[config.mk]
export PLATFORM = sky130hd
export DESIGN_NAME = fetch_unit
export DESIGN_NICKNAME = d
export VERILOG_FILES = /design/src/rtl/fetch_unit.sv
export SDC_FILE = /design/constraint.sdc
export NUM_CORES = 1
export LEC_CHECK = 0
export ABC_AREA = 1
export CORE_MARGIN = 5
export CORE_UTILIZATION = 30
export DETAILED_ROUTE_END_ITERATION = 8
export GPL_ROUTABILITY_DRIVEN = 0
export PLACE_DENSITY_LB_ADDON = 0.2
export SYNTH_ARGS = -nofsm -noshare
export SYNTH_HDL_FRONTEND = slang
export SYNTH_SLANG_ARGS = --single-unit
[constraint.sdc]
create_clock -name clk -period 2.72 [get_ports clk]
set_clock_uncertainty 0.15 [all_clocks]
set_input_delay 0.816 -clock clk [delete_from_list [all_inputs] [get_ports clk]]
set_output_delay 0.816 -clock clk [all_outputs]
set_load 0.01 [all_outputs]
[src/rtl/fetch_unit.sv]
// Instruction fetch stage feeding the control unit.
// Owns the 12-bit program counter, fetches 16-bit words over a req/ack
// handshake, issues each word for exactly one cycle, then waits for the
// control unit's registered jump decision before starting the next fetch.
module fetch_unit #(
  parameter int          WAIT_CYCLES = 1,
  parameter logic [15:0] BUBBLE      = 16'h0000,
  parameter logic [11:0] RESET_PC    = 12'h000
) (
  input  logic        clk,
  input  logic        rst,
  output logic [11:0] rom_addr,
  output logic        rom_req,
  input  logic        rom_ack,
  input  logic [15:0] rom_data,
  output logic [15:0] instruction,
  output logic        instr_valid,
  input  logic        must_jump,
  input  logic [11:0] jump_addr,
  input  logic        halt,
  output logic [11:0] pc,
  output logic        halted
);

  // Wait counter only has to hold WAIT_CYCLES-1; keep at least one bit.
  localparam int               CNT_W    = (WAIT_CYCLES > 1) ? $clog2(WAIT_CYCLES) : 1;
  localparam logic [CNT_W-1:0] CNT_LOAD = CNT_W'(WAIT_CYCLES - 1);
  localparam logic [CNT_W-1:0] CNT_ONE  = CNT_W'(1);

  typedef enum logic [1:0] {
    S_FETCH  = 2'd0,
    S_ISSUE  = 2'd1,
    S_WAIT   = 2'd2,
    S_HALTED = 2'd3
  } state_t;

  // Registered state and outputs.
  state_t           r_state;
  logic [11:0]      r_pc;
  logic             r_req;
  logic             r_valid;
  logic             r_halted;
  logic [CNT_W-1:0] r_cnt;
  logic [15:0]      r_word;

  // Next-state values.
  state_t           w_state_nxt;
  logic [11:0]      w_pc_nxt;
  logic             w_req_nxt;
  logic             w_valid_nxt;
  logic             w_halted_nxt;
  logic [CNT_W-1:0] w_cnt_nxt;
  logic             w_latch;
  logic             w_entry;

  // Next-state and next-output logic; w_entry marks an instruction boundary
  // where halt decides between starting a fetch and parking in HALTED.
  always_comb begin
    w_state_nxt  = r_state;
    w_pc_nxt     = r_pc;
    w_req_nxt    = r_req;
    w_valid_nxt  = 1'b0;
    w_halted_nxt = r_halted;
    w_cnt_nxt    = r_cnt;
    w_latch      = 1'b0;
    w_entry      = 1'b0;

    case (r_state)
      S_FETCH: begin
        if (!r_req) begin
          // Only reached right after reset: request not yet raised.
          w_entry = 1'b1;
        end else if (rom_ack) begin
          w_latch     = 1'b1;
          w_pc_nxt    = r_pc + 12'd1;
          w_req_nxt   = 1'b0;
          w_valid_nxt = 1'b1;
          w_state_nxt = S_ISSUE;
        end
      end
      S_ISSUE: begin
        w_cnt_nxt   = CNT_LOAD;
        w_state_nxt = S_WAIT;
      end
      S_WAIT: begin
        if (r_cnt == '0) begin
          // The one cycle where the control unit's jump is trusted.
          if (must_jump) begin
            w_pc_nxt = jump_addr;
          end
          w_entry = 1'b1;
        end else begin
          w_cnt_nxt = r_cnt - CNT_ONE;
        end
      end
      S_HALTED: begin
        if (!halt) begin
          w_entry = 1'b1;
        end
      end
      default: begin
        w_state_nxt = S_FETCH;
        w_req_nxt   = 1'b0;
      end
    endcase

    // Raising the request on the transition itself keeps zero-wait memory
    // at one instruction per (2 + WAIT_CYCLES) cycles.
    if (w_entry) begin
      if (halt) begin
        w_state_nxt  = S_HALTED;
        w_req_nxt    = 1'b0;
        w_halted_nxt = 1'b1;
      end else begin
        w_state_nxt  = S_FETCH;
        w_req_nxt    = 1'b1;
        w_halted_nxt = 1'b0;
      end
    end
  end

  // Control state register with synchronous reset; a reset mid-handshake
  // simply drops the request so any late ack is ignored.
  always_ff @(posedge clk) begin
    if (rst) begin
      r_state  <= S_FETCH;
      r_pc     <= RESET_PC;
      r_req    <= 1'b0;
      r_valid  <= 1'b0;
      r_halted <= 1'b0;
      r_cnt    <= '0;
    end else begin
      r_state  <= w_state_nxt;
      r_pc     <= w_pc_nxt;
      r_req    <= w_req_nxt;
      r_valid  <= w_valid_nxt;
      r_halted <= w_halted_nxt;
      r_cnt    <= w_cnt_nxt;
    end
  end

  // Instruction word holding register; data only, masked by r_valid at the output.
  always_ff @(posedge clk) begin
    if (w_latch) begin
      r_word <= rom_data;
    end
  end

  assign rom_addr    = r_pc;
  assign rom_req     = r_req;
  assign pc          = r_pc;
  assign halted      = r_halted;
  assign instr_valid = r_valid;
  assign instruction = r_valid ? r_word : BUBBLE;

endmodule

# Word level (Yosys, flattened, before mapping)
# Index checks and enable logic that the tools add are counted.
# Widths: inputs -> output; s select.
# totals
rom_bits	0
inputBits	33
reg_bits	34
ramBits	0
latchBits	0
memories	0
elab_cells	50
# op_classes
n_reduce_logical	7
addsub	2
n_mul	0
mux	25
n_bitwise	0
n_eq_ne	9
shifts	0
order_cmp	0
div_mod_pow	0
# ops
operator	count
$mux 12	4
$pmux 12 s2	1
$mux 16	1
$add 12x1->12 const B	1
$mux 1	12
$mux 2	4
$ne 2x2->1 const B	4
$ne 3x3->1 const B	2
$reduce_bool 2->1	3
$reduce_and 5->1	1
$eq 2x2->1 const B	2
$pmux 2 s2	1
$pmux 1 s3	1
$reduce_and 3->1	1
$reduce_bool 3->1	1
$eq 2x1->1 const B	1
$logic_not 2->1	1
$pmux 1 s2	1
$sub 1x1->1 const B	1

# Logic depth before layout (Yosys ltp)
# Gate-level depths: netlist (run 1).
# logic_depth
ltp_word	4
mapped_depth	10
mapped_depth_nobuf	10

# Least setup slack after synthesis (run 1)
# Ideal clock, no wire load.
# synth_timing
path_type	register to output
start	register r_valid (netlist: instr_valid)
end	output instruction[10]
required_time_ps	1754
arrival_time_ps	1014
setup_slack_ps	740
path_stages_with_launch	5
path_cell_list	dfxtp_1 clkbuf_1 clkbuf_1 nand2_1 inv_1
# synth_via
elab_chain_cells	1
# synth_lines
element	line	rtl
start: declaration	41	logic r_valid;
start signal: assignment	136	r_valid <= w_valid_nxt;
$mux 16	154	assign instruction = r_valid ? r_word : BUBBLE;
end: declaration	16	output logic [15:0] instruction,
# No other way between the ends.

# Final worst setup path (run 1)
# layout_timing
start	register r_valid (netlist: instr_valid)
end	output instruction[13]
# Same word-level chain as after synthesis.

==> results of run 1 <==
how the worst max path moves through the flow:
stage	start	end	slack, ns	cells after the start
after CTS	instr_valid$_SDFF_PP0_	instruction[10]	0.06	3
after floorplan	instr_valid$_SDFF_PP0_	instruction[10]	0.74	4
after global placement	rom_ack	r_word[9]$_DFFE_PP_	0.37	6
after detailed placement	rom_ack	pc[9]$_SDFFE_PP0P_	0.31	9
after global routing	instr_valid$_SDFF_PP0_	instruction[13]	0.19	3
final	instr_valid$_SDFF_PP0_	instruction[13]	0.29	3
per-stage QoR:
step	hold WS (ns)	instance area (µm²)	util, %	instances
after floorplan	0.334	1750	-	231
after global placement	0.303	2470	44.3	361
after detailed placement	0.312	2470	44.3	361
after CTS	0.325	2550	45.8	369
after global routing	0.352	2560	45.9	369
final	0.318	2560	45.9	369
metal layers:
layer | vias up | global-route usage (%) | share of wire (%)
met3 | 7 | 2.95 | 8.8
li1 | 843 | - | -
met2 | 69 | 17.1 | 40
met1 | 666 | 16.1 | 49
met4 | 0 | 5.52 | 1.7
met5 | - | 0 | 0
Yosys cell counts:
master and number:
a21oi_1 15, a21oi_2 2, a31oi_1 1, buf_4 14
buf_6 2, clkbuf_1 3, dfxtp_1 17, edfxtp_1 16
ha_1 1, inv_1 36, inv_2 1, inv_4 1
nand2_1 63, nand2_2 3, nand2_4 1, nand3_1 11
nand4_1 4, nor2_1 21, nor2_2 2, nor3_2 1
o211ai_1 1, o21a_1 1, o21ai_0 11, o21ai_1 1
or2_2 2
final cells by class:
| cell class | count | area (µm²) | share of cell area, % |
|---|---|---|---|
| clock buffer | 5 | 68.8 | 2.69 |
| clock inverter | 3 | 17.5 | 0.685 |
| inverter | 38 | 145 | 5.68 |
| multi-input combinational | 141 | 647 | 25.3 |
| sequential | 33 | 822 | 32.2 |
| tap | 72 | 90.1 | 3.52 |
| timing repair buffer | 77 | 766 | 30.0 |
worst max-delay path, delay by kind of cell, from the launching register on:
family | cells | cell delay (ns)
flops | 1 | 0.50
buf+inv | 2 | 0.60
simple gates | 1 | 0.08
registers in the layout, summed over array words and instances (netlist names):
| signal | cells |
|---|---|
| r_state | 2 |
| pc | 12 |
| r_word | 16 |
| halted | 1 |
| rom_req | 1 |
| instr_valid | 1 |
report_power, final:
part / switching [W] / total (W) / internal [W]
Sequential: 0.0000287 / 0.000579 / 0.000550
Clock: 0.000188 / 0.000365 / 0.000176
Combinational: 0.000122 / 0.000250 / 0.000129
kinds of logic (layout without fill, tap and decap cells):
kind of cell               count (synthesis)  count (layout)  share of synthesized area, %
and+or+nand+nor                          108             108                          26.3
buffers and inverters                     57             123                          16.2
DFF                                       33              33                          46.9
AOI/OAI and AO/OA                         32              32                          9.93
adders and majority gates                  1               1                         0.714
==> out/results.ini, run 1 <==
[drt]
first_iter_violations = 44
vias_per_cell = 4.30
first_pass_iters = 4
drc = 0
via_count = 1585
ant_nets = 0
wl_per_cell_um = 11.7
routed_wirelength_mm = 4.30

[clocking]
clk_latency_ns = 0.29
cts_root_buffer = clkbuf_8
cts_buffer_depth = 2
cts_buffers = 5
cts_hold_buf = 0
tritoncts_num_sinks = 33
cts_tree = yes
cts_setup_buffers = 0
h-tree-depth = 2
cts_resized = 0
clk_pin_slew_ns = 0.07

[power]
p_leak_nw = 1.09
p_total_w = 0.00119
power.density_nw_per_um2 = 467
ir_drop_mv = 0.176

[timing]
clock.fmax_ghz = 0.412
min_period_ns = 2.43
tns_ns = 0
setup_violations = 0
worst_pin_slew_ns = 0.472
hold_viol = 0
rsz0062_at_grt = no
worst_slack_ns = 0.295
relSlewSlack_pct = 68.4
slew_viol_final = 0
final.period_utilization_pct = 89.2

[synthesis]
yosys_warnings = 0
post-synth-top-area-cell = edfxtp_1
synthDistinctLibCells = 25
synthesis.nets = 265
avgSynthCellArea_um2 = 7.58
synth_seq_area_share_pct = 46.9
syn_area_um2 = 1750
yosysTopAreaCellShare_pct = 27.4
synth_area_leaders = edfxtp_1 (27%), dfxtp_1 (19%), nand2_1 (13%)
synth_cells = 231
ys_seq_elements = 33

[critical_path]
worst-setup-path-type = reg -> out
cp.arrival_ns = 1.46
r2r_slack_ns = 0.94
crit_chain = nand2_1 > inv_1 > clkdlybuf4s50_1
cp-end-kind = output pin
critical-path-max-stage-delay_ns = 0.53
path_max_fanout = 17
rr_endpoint = pc[2]$_SDFFE_PP0P_
cpMaxStageDelayCell = clkdlybuf4s50_1
reg2regPathDepth = 8
worst_setup_path_start_kind = register
r2r-start = r_state[0]$_SDFFE_PP0P_
critPathRequiredTime_ns = 1.75

[run_status]
outcome = finished clean

[die]
fp.dieH_um = 86.4
core_area_um2 = 5570
start_util_pct = 31.4
dieArea_um2 = 7470
fp.dieW_um = 86.4
rows = 27
io_pins = 76

[placement]
place_ws_ns = 0.312
numPortBuffers = 75
hpwl_mm = 3.19

[global_routing]
grt_pass1_wl_mm = 6.82
grt_max_degree = 22
grt_usage_pct = 11.7
grt_antenna_before_repair = 0
grt_pass1_vias = 1466
gr-total-overflow = 0

[final_layout]
layout_commonest_cell = clkdlybuf4s50_1
final_layout_size_suffix_gt1_share_pct = 8.08
fill_cells = 557
mostFrequentLayoutCells = clkdlybuf4s50_1 (75), nand2_1 (63), inv_1 (36)
nNetsFinal = 330
antennaDiodeCount = 0
areaGrowthSynthToFinish_pct = 45.9

[worst_hold_path]
hold_class = reg -> reg
min_to = halted$_SDFFE_PP0P_
min-delay-start = halted$_SDFFE_PP0P_
holdPathStages = 2

[job]
cap_violations = 0

Power figures use the tool's default switching activity.
==> run 2: changes to the inputs <==
--- a/config.mk
+++ b/config.mk
@@ -10,7 +10,9 @@
 export CORE_UTILIZATION = 30
 export DETAILED_ROUTE_END_ITERATION = 8
 export GPL_ROUTABILITY_DRIVEN = 0
+export HOLD_SLACK_MARGIN = 0.06
 export PLACE_DENSITY_LB_ADDON = 0.2
+export SLEW_MARGIN = 20
 export SYNTH_ARGS = -nofsm -noshare
 export SYNTH_HDL_FRONTEND = slang
 export SYNTH_SLANG_ARGS = --single-unit
==> results of run 2 <==
Final layout, timing and power as in run 1 (identical DEF).
